### config.mk
export PLATFORM = sky130hd
export DESIGN_NAME = icb_mst_seq
export DESIGN_NICKNAME = d
export VERILOG_FILES = /design/src/rtl/icb_mst_seq.sv
export SDC_FILE = /design/constraint.sdc
export NUM_CORES = 1
export LEC_CHECK = 0
export BUFFER_PORTS_ARGS = -buffer_cell sky130_fd_sc_hd__buf_4
export CORE_UTILIZATION = 48
export CTS_CLUSTER_DIAMETER = 150
export CTS_CLUSTER_SIZE = 20
export DETAILED_ROUTE_END_ITERATION = 6
export GPL_TIMING_DRIVEN = 0
export PLACE_DENSITY = 0.95
export SYNTH_ARGS = -nofsm -noshare
export SYNTH_HDL_FRONTEND = slang
export SYNTH_SLANG_ARGS = --single-unit
### constraint.sdc
create_clock -name clk -period 5.9 [get_ports clk]
set_input_delay 0.295 -clock clk [delete_from_list [all_inputs] [get_ports clk]]
set_output_delay 0.295 -clock clk [all_outputs]
set_load 0.005 [all_outputs]
### src/rtl/icb_mst_seq.sv
// ICB initiator: splits one local burst request into single-outstanding ICB word beats.
// Define ICB_MST_TIMEOUT_EN to add the CMD/RSP stall timeout (TO_CYC cycles).
module icb_mst_seq #(
    parameter int unsigned TO_CYC = 256,
    parameter bit          WR_RSP = 1'b1
) (
    input  logic        clk,
    input  logic        rst_n,
    input  logic        req_valid,
    output logic        req_ready,
    input  logic        req_read,
    input  logic [31:0] req_addr,
    input  logic [3:0]  req_len,
    input  logic        wd_valid,
    output logic        wd_ready,
    input  logic [31:0] wd_data,
    input  logic [3:0]  wd_mask,
    output logic        rd_valid,
    input  logic        rd_ready,
    output logic [31:0] rd_data,
    output logic        rd_last,
    output logic        busy,
    output logic        done,
    output logic        err,
    output logic        to_flag,
    output logic        m_icb_cmd_valid,
    input  logic        m_icb_cmd_ready,
    output logic [31:0] m_icb_cmd_addr,
    output logic        m_icb_cmd_read,
    output logic [31:0] m_icb_cmd_wdata,
    output logic [3:0]  m_icb_cmd_wmask,
    input  logic        m_icb_rsp_valid,
    output logic        m_icb_rsp_ready,
    input  logic        m_icb_rsp_err,
    input  logic [31:0] m_icb_rsp_rdata
);

    typedef enum logic [1:0] {StIdle, StWdat, StCmd, StRsp} state_e;

    state_e      state_q, state_d;
    logic        read_q, read_d;
    logic [31:0] addr_q, addr_d;
    logic [3:0]  cnt_q, cnt_d;
    logic [31:0] wdata_q, wdata_d;
    logic [3:0]  wmask_q, wmask_d;
    logic        err_q, err_d;
    logic        done_q, done_d;
    logic        rsp_hs, beat_done, beat_err;

`ifdef ICB_MST_TIMEOUT_EN
    localparam int unsigned    ToW    = $clog2(TO_CYC + 1);
    localparam logic [ToW-1:0] ToLast = ToW'(TO_CYC - 1);
    logic [ToW-1:0] tcnt_q, tcnt_d;
    logic           to_q, to_d;
`else
    logic unused_to_cyc;
    assign unused_to_cyc = ^TO_CYC;
`endif

    assign req_ready       = (state_q == StIdle);
    assign busy            = (state_q != StIdle);
    assign wd_ready        = (state_q == StWdat);
    assign m_icb_cmd_valid = (state_q == StCmd);
    assign m_icb_cmd_addr  = addr_q;
    assign m_icb_cmd_read  = read_q;
    assign m_icb_cmd_wdata = wdata_q;
    assign m_icb_cmd_wmask = wmask_q;
    // Read responses are only accepted when the local consumer can take them.
    assign m_icb_rsp_ready = (state_q == StRsp) && (read_q ? rd_ready : 1'b1);
    assign rd_valid        = (state_q == StRsp) && read_q && m_icb_rsp_valid;
    assign rd_data         = m_icb_rsp_rdata;
    assign rd_last         = rd_valid && (m_icb_rsp_err || (cnt_q == 4'd0));
    assign done            = done_q;
    assign err             = err_q;

    always_comb begin
        rsp_hs    = (state_q == StRsp) && m_icb_rsp_valid && m_icb_rsp_ready;
        beat_err  = rsp_hs && m_icb_rsp_err;
        beat_done = rsp_hs ||
                    ((state_q == StCmd) && m_icb_cmd_ready && !WR_RSP && !read_q);
    end

    always_comb begin
        state_d = state_q;
        read_d  = read_q;
        addr_d  = addr_q;
        cnt_d   = cnt_q;
        wdata_d = wdata_q;
        wmask_d = wmask_q;
        err_d   = err_q;
        done_d  = 1'b0;
`ifdef ICB_MST_TIMEOUT_EN
        to_d    = to_q;
        tcnt_d  = tcnt_q;
`endif
        case (state_q)
            StIdle: begin
                if (req_valid) begin
                    read_d  = req_read;
                    addr_d  = req_addr;
                    cnt_d   = req_len;
                    err_d   = 1'b0;
`ifdef ICB_MST_TIMEOUT_EN
                    to_d    = 1'b0;
`endif
                    state_d = req_read ? StCmd : StWdat;
                end
            end
            StWdat: begin
                if (wd_valid) begin
                    wdata_d = wd_data;
                    wmask_d = wd_mask;
                    state_d = StCmd;
                end
            end
            StCmd: begin
                if (m_icb_cmd_ready && (read_q || WR_RSP)) state_d = StRsp;
            end
            default: ;
        endcase

        if (beat_done) begin
            if (beat_err || (cnt_q == 4'd0)) begin
                state_d = StIdle;
                done_d  = 1'b1;
                err_d   = beat_err;
            end else begin
                cnt_d   = cnt_q - 4'd1;
                addr_d  = addr_q + 32'd4;
                state_d = read_q ? StCmd : StWdat;
            end
        end

`ifdef ICB_MST_TIMEOUT_EN
        // Every handshake changes state, so an unchanged CMD/RSP state means no progress.
        if ((state_q == StCmd || state_q == StRsp) && (state_d == state_q) &&
            (tcnt_q == ToLast)) begin
            state_d = StIdle;
            done_d  = 1'b1;
            err_d   = 1'b1;
            to_d    = 1'b1;
        end
        if (state_d != state_q) begin
            tcnt_d = '0;
        end else if (state_q == StCmd || state_q == StRsp) begin
            tcnt_d = tcnt_q + ToW'(1);
        end else begin
            tcnt_d = '0;
        end
`endif
    end

    always_ff @(posedge clk or negedge rst_n) begin
        if (!rst_n) begin
            state_q <= StIdle;
            read_q  <= 1'b0;
            addr_q  <= '0;
            cnt_q   <= '0;
            wdata_q <= '0;
            wmask_q <= '0;
            err_q   <= 1'b0;
            done_q  <= 1'b0;
        end else begin
            state_q <= state_d;
            read_q  <= read_d;
            addr_q  <= addr_d;
            cnt_q   <= cnt_d;
            wdata_q <= wdata_d;
            wmask_q <= wmask_d;
            err_q   <= err_d;
            done_q  <= done_d;
        end
    end

`ifdef ICB_MST_TIMEOUT_EN
    always_ff @(posedge clk or negedge rst_n) begin
        if (!rst_n) begin
            tcnt_q <= '0;
            to_q   <= 1'b0;
        end else begin
            tcnt_q <= tcnt_d;
            to_q   <= to_d;
        end
    end
    assign to_flag = to_q;
`else
    assign to_flag = 1'b0;
`endif

endmodule

; After elaboration in Yosys (flattened, before gate mapping)
; Index checks and enable logic that the tools add are counted.
[word_totals]
regBits = 77
latch_bits = 0
mem_bits_rw = 0
romBits = 0
input_bits = 113
output_inout_bits = 111
memories = 0
[op_classes]
add_sub_neg = 2
n_mul = 0
div = 0
order_cmp = 0
n_eq_ne = 6
shifts = 0
mux = 23
n_bitwise = 0
reduce_logical = 16
[op_table]
columns = op, count
row1 = two-way mux 32 bit, 4
row2 = adder 32 x 3 -> 32 bit (second input constant), 1
row3 = two-way mux 4 bit, 4
row4 = two-way mux 2 bit, 7
row5 = logical AND 1 bit, 7
row6 = two-way mux 1 bit, 7
row7 = != test 3 x 2 -> 1 bit (second input constant), 2
row8 = one-hot mux 2 bit (3 select lines), 1
row9 = equality test 2 bit (second input constant), 2
row10 = zero test 4 bit, 1
row11 = AND reduction 2 bit, 2
row12 = AND reduction 4 bit, 1
row13 = nonzero test 4 bit, 1
row14 = subtractor 4 x 1 -> 4 bit (second input constant), 1
row15 = != test 3 x 1 -> 1 bit (second input constant), 1
row16 = equality test 2 x 1 -> 1 bit (second input constant), 1
row17 = zero test 2 bit, 1
row18 = logical OR 1 bit, 2
row19 = nonzero test 2 bit, 1

; Longest topological paths before layout
; Gate-level depths: netlist (run 1).
[logic_depth]
depth_word = 7
ltp_mapped = 9

; Least setup slack after synthesis (run 1)
; OpenSTA, ideal clock, no wires.
[synth_timing]
path_kind = reg-to-reg
from = register cnt_q[0]
to = register addr_q[27], in the netlist m_icb_cmd_addr[27]
arrival_time_ns = 1.817
t_required_ns = 5.775
path_slack_ns = 3.958
path_stages_with_launch = 9
path_buffers = 2
synth_period_minus_slack_ns = 1.942
cell_sequence = dfrtp_1 > inv_1 > ha_1 > nor3b_1 > or4_4 > buf_6 > buf_6 > o32ai_1 > nor2_1
[synth_via]
elab_chain_len = 4
[synth_rtl]
columns = item, line
row1 = start: declaration, 43  ; logic [3:0] cnt_q, cnt_d;
row2 = start signal: assignment, 167  ; cnt_q <= cnt_d;
row3 = zero test 4 bit, 123  ; if (beat_err || (cnt_q == 4'd0)) begin
row4 = logical OR 1 bit, 123
row5 = two-way mux 32 bit, 123
row6 = two-way mux 32 bit, 122  ; if (beat_done) begin
row7 = via addr_d[27], 42  ; logic [31:0] addr_q, addr_d;
row8 = end signal: assignment, 166  ; addr_q <= addr_d;
row9 = end: declaration, 42
; The timed path passes the listed nets, and every way through them passes these cells.
; A chain may end at the register's enable or synchronous reset.

; Worst setup path after layout (run 1)
[layout_timing]
from = register cnt_q[0]
to = register addr_q[22], in the netlist m_icb_cmd_addr[22]
; Same word-level chain as after synthesis.

==> results of run 1 <==
## kinds of logic after synthesis
kind of cell             Yosys count  synth area share (%)
AND/OR/NAND/NOR                  133                  17.2
flip-flops                        77                  47.6
AO/OA/AOI/OAI                     76                  13.0
buffers and inverters             59                  9.12
multiplexers                      40                  11.0
adder cells (fa/ha/maj)            6                  1.86
other                              1                0.0927
## routing by layer
layer  GRT usage [%]  vias up  share of wire (%)
met3            6.23       18                9.8
met1            31.8     1867                 38
met4            8.08        0                1.4
met5               0        -                  0
li1                -     1789                  -
met2            44.8      248                 51
## per-stage QoR
step | cells | setup WS [ps]
final | 702 | 3390
after global routing | 702 | 3310
after CTS | 702 | 3460
after detailed placement | 687 | 3490
after global placement | 687 | 3560
after floorplan | 392 | 3960
## sequential cells by signal, summed over array words and instances (netlist names)
name / cells
err: 1
cnt_q: 4
m_icb_cmd_addr: 32
state_q: 2
m_icb_cmd_wdata: 32
done: 1
m_icb_cmd_wmask: 4
m_icb_cmd_read: 1
## area by class of cell
cell class              count  area share, %
inverters                  11          0.716
repair buffers            190           24.7
well taps                 105           2.28
clock buffers              10           2.39
multi-input cells         256           30.3
flip-flops and latches     77           33.4
clock inverters             5          0.477
plain buffers              48           5.68
## power by group through the flow
stage / logic, mW / clock network, mW / registers [mW]
2_1_floorplan: 0.573 / 0 / 1.00
3_3_place_gp: 1.14 / 0 / 1.01
3_5_place_dp: 1.19 / 0 / 1.03
4_1_cts: 1.19 / 0.353 / 1.02
5_1_grt: 1.30 / 0.378 / 1.06
6_report: 1.19 / 0.346 / 1.03
## worst max-delay path, delay by kind of cell, from the launching register on
family          cells  cell delay (ps)
simple gates        3              680
buf+inv             2              640
compound gates      2              430
flops               1              410
fa+ha+maj           1              230
## worst max path at each step
stage | from | to | slack, ps | cells past startpoint
floorplan | cnt_q[0] | m_icb_cmd_addr[27] | 3960 | 8
global placement | cnt_q[0] | m_icb_cmd_addr[21] | 3560 | 8
detailed placement | cnt_q[0] | m_icb_cmd_addr[22] | 3490 | 8
CTS | cnt_q[0] | m_icb_cmd_addr[22] | 3460 | 8
global route | cnt_q[0] | m_icb_cmd_addr[22] | 3310 | 8
finish | cnt_q[0] | m_icb_cmd_addr[22] | 3390 | 8
## cell usage after synthesis (4+ instances only)
master	number
sky130_fd_sc_hd__buf_2	7
sky130_fd_sc_hd__nor2_1	33
sky130_fd_sc_hd__and3_1	7
sky130_fd_sc_hd__o22ai_1	7
sky130_fd_sc_hd__nand3_1	10
sky130_fd_sc_hd__inv_1	11
sky130_fd_sc_hd__o21ai_0	14
sky130_fd_sc_hd__nand4_1	9
sky130_fd_sc_hd__dfrtp_1	77
sky130_fd_sc_hd__clkbuf_1	6
sky130_fd_sc_hd__a211oi_1	11
sky130_fd_sc_hd__nand2_1	34
sky130_fd_sc_hd__mux2_2	37
sky130_fd_sc_hd__o32ai_1	4
sky130_fd_sc_hd__nor3_1	9
sky130_fd_sc_hd__a311oi_1	9
sky130_fd_sc_hd__and2_1	7
sky130_fd_sc_hd__buf_4	33
sky130_fd_sc_hd__a21oi_1	16
sky130_fd_sc_hd__ha_1	6
==> flow_summary_export.csv, run 1 <==
group,metric,value,unit
final_layout,antenna_cells,0,
critical_path,setup.reg_to_reg.worst_slack,3390,ps
power,p_int,1.62,mW
power,power.clock.fraction,13.5,%
final_layout,multi_input_gate_area_in_the_final_layout,1750,µm²
synth,postSynthNetCount,511,
critical_path,worstReg2RegStart,"cnt_q[0]",
min_path,worstHoldPathType,"in2async",
synth,number_of_enable_type_register_cells_in_the_synthesized_netlist,0,
clock_tree,clk_transition_reported_paths,80,ps
synth,synth.distinct_cells,49,
power,net_switching_power,0.943,mW
global_routing,grt_antenna_before_repair,0,
drt,drt_iter0_markers,268,
timing,timing.fmax,399,MHz
power,seq_power_share,40.2,%
global_routing,grtUsageTotal,25.9,%
place,dpl.hpwl,8.59,mm
clock_tree,insertion_delay,340,ps
global_routing,grt_pass1_vias,3693,
global_routing,grt_start_max_net_pins,78,
clock_tree,cts.repair.resized,0,
final_layout,mostFrequentLayoutCells,"223 x sky130_fd_sc_hd__buf_4, 77 x sky130_fd_sc_hd__dfrtp_1, 37 x sky130_fd_sc_hd__mux2_2",
run,drv_cap,0,
final_layout,drive_above_1_share,49.6,%
timing,final.setup.tns,0,ps
drt,antenna_left,0,
global_routing,wire_length_of_the_first_global_routing_pass,17.6,mm
floorplanning,number_of_ports_placed_on_the_die_boundary,224,
timing,period_minus_slack,2510,ps
clock_tree,cts_setup_buffers,0,
power,power_density,444,nW/µm²
critical_path,rr_worst_depth,8,
global_routing,grt.overflow.total,0,
power,leakage_power,2.77,nW
critical_path,cp_data_arrival_time,2730,ps
timing,finalHoldViolCount,0,
synth,ys_async_sr_fraction,100,%
synth,netlist_area,4050,µm²
drt,average_wire_length_per_cell_after_detail_routing,16.5,µm
critical_path,timing_worst_setup_path_type,"reg2reg",
power,p_sw_share,36.8,%
timing,finClkSkew,7.50,ps
power,finalPower,2.56,mW
power,max-vdd-ir-drop,260,µV
critical_path,timing.critical_path.from_type,"flop",
clock_tree,clock_tree_from_tritoncts,"yes",
floorplanning,core.rowCount,33,
timing,final_max_slew_violation_count,0,
timing,timing.max_slew.rel_slack,34.2,%
drt,num_vias,3922,
critical_path,r2r-end,"m_icb_cmd_addr[22]",
floorplanning,initial_standard_cell_utilization_of_the_core,49.5,%
drt,drc,0,
final_layout,stdcell_area,5770,µm²
critical_path,worst_ep_required_time,6120,ps
floorplanning,die_w,93.8,µm
critical_path,crit_path_end_kind,"flop",
final_layout,layout.cells.most_common,"sky130_fd_sc_hd__buf_4",
critical_path,worst-path-max-fanout,10,
synth,yosysWarnings,0,
timing,rsz0062_at_grt,"no",
floorplanning,core_area,8180,µm²
synth,synth.ff_latch_count,77,
synth,netlist.area_leader.share,47.6,%
synth,post_synth.cell_area_avg,10.3,µm²
synth,yosysTopAreaCell,"sky130_fd_sc_hd__dfrtp_1",
power,power.share.combinational,46.3,%
synth,top_cells_by_area_synth,"sky130_fd_sc_hd__dfrtp_1 48%, sky130_fd_sc_hd__mux2_2 10%, sky130_fd_sc_hd__buf_4 6.1%, sky130_fd_sc_hd__nand2_1 3.2%, sky130_fd_sc_hd__nor2_1 3.1%",
critical_path,critical_path.max_stage_delay,550,ps
synth,seq_area_frac_synth,47.6,%
clock_tree,cts_max_level,3,
clock_tree,cts_num_sinks,77,
outcome,status,"completed",
final_layout,sequential_cell_area,1930,µm²
synth,postSynthCellCount,392,
clock_tree,cts_inserted_buffers,9,
critical_path,critical_path.cell_chain,"inv_1 -> ha_1 -> nor3b_1 -> nor4_2 -> clkbuf_1 -> o21ai_0 -> a21oi_1 -> nor2_1",
clock_tree,clock-root-buffer,"sky130_fd_sc_hd__clkbuf_8",
timing,setup_viol,0,
final_layout,nets,712,
synth,commonest_register_cell_after_synthesis,"sky130_fd_sc_hd__dfrtp_1",
clock_tree,cts_max_path_buffers,2,
final_layout,syn2layout_area_growth,42.6,%
drt,detailedRoute.firstPassIterationCount,6,
critical_path,timing.critical_path.slowest_stage_cell,"sky130_fd_sc_hd__clkbuf_1",
clock_tree,cts.hold.buffers_added,0,
final_layout,final_core_utilization,70.6,%
timing,measured_slew_at_the_worst_slew_check_pin,987,ps
drt,viasPerCell,5.59,
place,global_placement_routability_congestion,0.890,
timing,fin_crit_sh,42.5,%
timing,fin_hold_ws,115,ps
final_layout,fillerInstances,614,
place,dpl_cell_area,5600,µm²
place,port_buffers,190,
drt,routed_wl,11.5,mm
floorplanning,die-height,93.8,µm
floorplanning,die-area,8800,µm²
Power figures use the tool's default switching activity.
==> inputs of run 2 (changes only) <==
Settings changed: CORE_UTILIZATION 48 to 41, PLACE_DENSITY 0.95 to 0.87.
Clock period 5.9 ns to 2.1 ns, I/O delays scaled along.
==> run 2 against run 1 <==
  * Die area rose by 17%
  * Sequential power rose to 2.8 times the previous value
  * Routed wire length increased by 14%
  * Global-route usage fell by 0.37 points
  * Final cell count rose by 9.8%
  * Non-clock buffer count increased by 45
  * Design area up 12%
  * Sequential cell count did not move
  * Setup slack got worse by 3400 ps
  * Critical path depth down 2
  * Highest routed layer unchanged
  * Clock power grew to 3.6 times the previous value
  * Critical path type unchanged
  * Sequential share of layout area decreased by 3.4 points
==> flow_summary_export.csv, run 2 (synthesis gave the netlist of run 1 again) <==
group,metric,value,unit
clock_tree,clock-root-buffer,"sky130_fd_sc_hd__clkbuf_8",
clock_tree,clk_transition_reported_paths,80,ps
run,drv_cap,0,
global_routing,grt_pass1_vias,4135,
place,global_placement_routability_congestion,0.905,
critical_path,critical_path.cell_chain,"ha_1 -> and2_1 -> nand3_1 -> o41ai_1 -> a21oi_1 -> nor3_1",
critical_path,cp_data_arrival_time,2330,ps
drt,num_vias,4145,
drt,antenna_left,0,
min_path,worstHoldPathType,"in2reg",
global_routing,grt.overflow.total,0,
place,dpl_cell_area,5630,µm²
timing,timing.max_slew.rel_slack,34.2,%
final_layout,syn2layout_area_growth,59.0,%
final_layout,stdcell_area,6430,µm²
critical_path,critical_path.max_stage_delay,490,ps
final_layout,nets,757,
clock_tree,cts_max_level,3,
clock_tree,cts_inserted_buffers,9,
drt,drt_iter0_markers,231,
clock_tree,cts_num_sinks,77,
power,finalPower,7.77,mW
timing,setup_viol,0,
drt,detail_route.wirelength.met1,4.96,mm
critical_path,r2r-end,"m_icb_cmd_addr[28]",
floorplanning,initial_standard_cell_utilization_of_the_core,43.0,%
clock_tree,clock_tree_from_tritoncts,"yes",
floorplanning,die_w,101,µm
timing,fin_hold_ws,21.0,ps
min_path,worstHoldPathCells,2,
critical_path,timing_worst_setup_path_type,"reg2reg",
drt,average_wire_length_per_cell_after_detail_routing,17.0,µm
global_routing,wire_length_of_the_first_global_routing_pass,20.3,mm
global_routing,grt_antenna_before_repair,0,
min_path,worstHoldStart,"req_addr[30]",
drt,top_signal_layer_used,"met4",
clock_tree,insertion_delay,350,ps
critical_path,timing.critical_path.slowest_stage_cell,"sky130_fd_sc_hd__o41ai_1",
final_layout,multi_input_gate_area_in_the_final_layout,1840,µm²
global_routing,grtUsageTotal,25.6,%
power,max-vdd-ir-drop,689,µV
critical_path,worst_ep_required_time,2350,ps
timing,period_minus_slack,2080,ps
floorplanning,core.rowCount,35,
final_layout,sequential_cell_area,1930,µm²
min_path,hold_path_end,"m_icb_cmd_addr[30]",
floorplanning,die-height,101,µm
global_routing,grt_start_max_net_pins,78,
critical_path,critical_path.n_buffers_inverters,0,
critical_path,critPathTopFamily,"simple AND/OR/NAND/NOR gates",
drt,drc,0,
floorplanning,number_of_ports_placed_on_the_die_boundary,224,
critical_path,setup.reg_to_reg.worst_slack,20,ps
final_layout,final_core_utilization,68.3,%
place,dp_worst_setup_slack,-348,ps
drt,routed_wl,13.1,mm
drt,viasPerCell,5.38,
drt,detailedRoute.firstPassIterationCount,5,
drt,met2WireLength,6.85,mm
clock_tree,cts_max_path_buffers,2,
critical_path,worst-path-max-fanout,7,
final_layout,drive_above_1_share,49.7,%
timing,finClkSkew,17.5,ps
timing,final.setup.tns,0,ps
place,dpl.hpwl,9.15,mm
critical_path,crit_path_end_kind,"flop",
timing,measured_slew_at_the_worst_slew_check_pin,987,ps
power,power_density,1210,nW/µm²
timing,fin_crit_sh,99.2,%
critical_path,worstReg2RegStart,"m_icb_cmd_addr[2]",
power,leakage_power,3.03,nW
timing,timing.fmax,480,MHz
timing,finalHoldViolCount,0,
outcome,status,"completed",
timing,final_max_slew_violation_count,0,
final_layout,layout.cells.most_common,"sky130_fd_sc_hd__buf_4",
final_layout,mostFrequentLayoutCells,"230 x sky130_fd_sc_hd__buf_4, 75 x sky130_fd_sc_hd__dfrtp_1, 42 x sky130_fd_sc_hd__dlygate4sd3_1",
critical_path,timing.critical_path.from_type,"flop",
floorplanning,core_area,9420,µm²
final_layout,antenna_cells,0,
final_layout,finish.cell_count_without_fillers,771,
place,port_buffers,190,
place,place_inst,711,
timing,rsz0062_at_grt,"yes",
final_layout,fillerInstances,706,
critical_path,rr_worst_depth,6,
floorplanning,die-area,10300,µm²
timing,finalWorstSetupSlack,17.7,ps
drt,met3RoutedLength,994,µm
run 2: cell count changes in the layout (fill, tap and decap cells not counted), moves of 4 or more:
cell,change
sky130_fd_sc_hd__dlygate4sd3_1,+42
sky130_fd_sc_hd__buf_4,+7
sky130_fd_sc_hd__buf_2,-6
sky130_fd_sc_hd__clkbuf_1,-6
sky130_fd_sc_hd__clkbuf_2,+4
sky130_fd_sc_hd__clkinv_2,-4
run 2: how the worst max path moves through the flow:
| stage | to | slack, ps | from | depth (start not counted) |
|---|---|---|---|---|
| 6_report | m_icb_cmd_addr[28] | 20 | m_icb_cmd_addr[2] | 6 |
| 5_1_grt | m_icb_cmd_addr[28] | -70 | cnt_q[0] | 8 |
| 4_1_cts | m_icb_cmd_addr[28] | 7 | state_q[1] | 8 |
| 3_5_place_dp | cnt_q[3] | -350 | cnt_q[0] | 8 |
| 3_3_place_gp | m_icb_cmd_addr[21] | -280 | cnt_q[0] | 8 |
| 2_1_floorplan | m_icb_cmd_addr[27] | 160 | cnt_q[0] | 8 |
run 2: per-layer routing:
metal  global-route usage, %  up-vias
li1                        -     1885
met1                    31.5     2010
met2                    44.1      219
met3                    4.97       31
met4                    10.4        0
met5                       0        -
run 2: what timing repair did:
item                                    4_1_cts  5_1_grt
gates resized for setup                      16       23
hold buffers                                 41        1
hold endpoints to repair                    117        1
buffers inserted                              5        0
endpoints found under the setup margin       36       62
pin swaps                                     3        3
run 2: final cells by class:
type	instances	area share, %
clock buffer	10	2.14
clock inverter	5	1.30
inverter	11	0.642
tap	129	2.51
multi-input combinational	256	28.6
timing repair buffer	237	29.3
buffer	46	5.52
sequential	77	30.0
run 2: report_power, final:
part / total [mW] / switching (mW) / internal, mW
Clock: 1.26 / 0.561 / 0.700
Combinational: 3.60 / 1.57 / 2.04
Sequential: 2.90 / 0.695 / 2.21
Total: 7.77 / 2.82 / 4.95
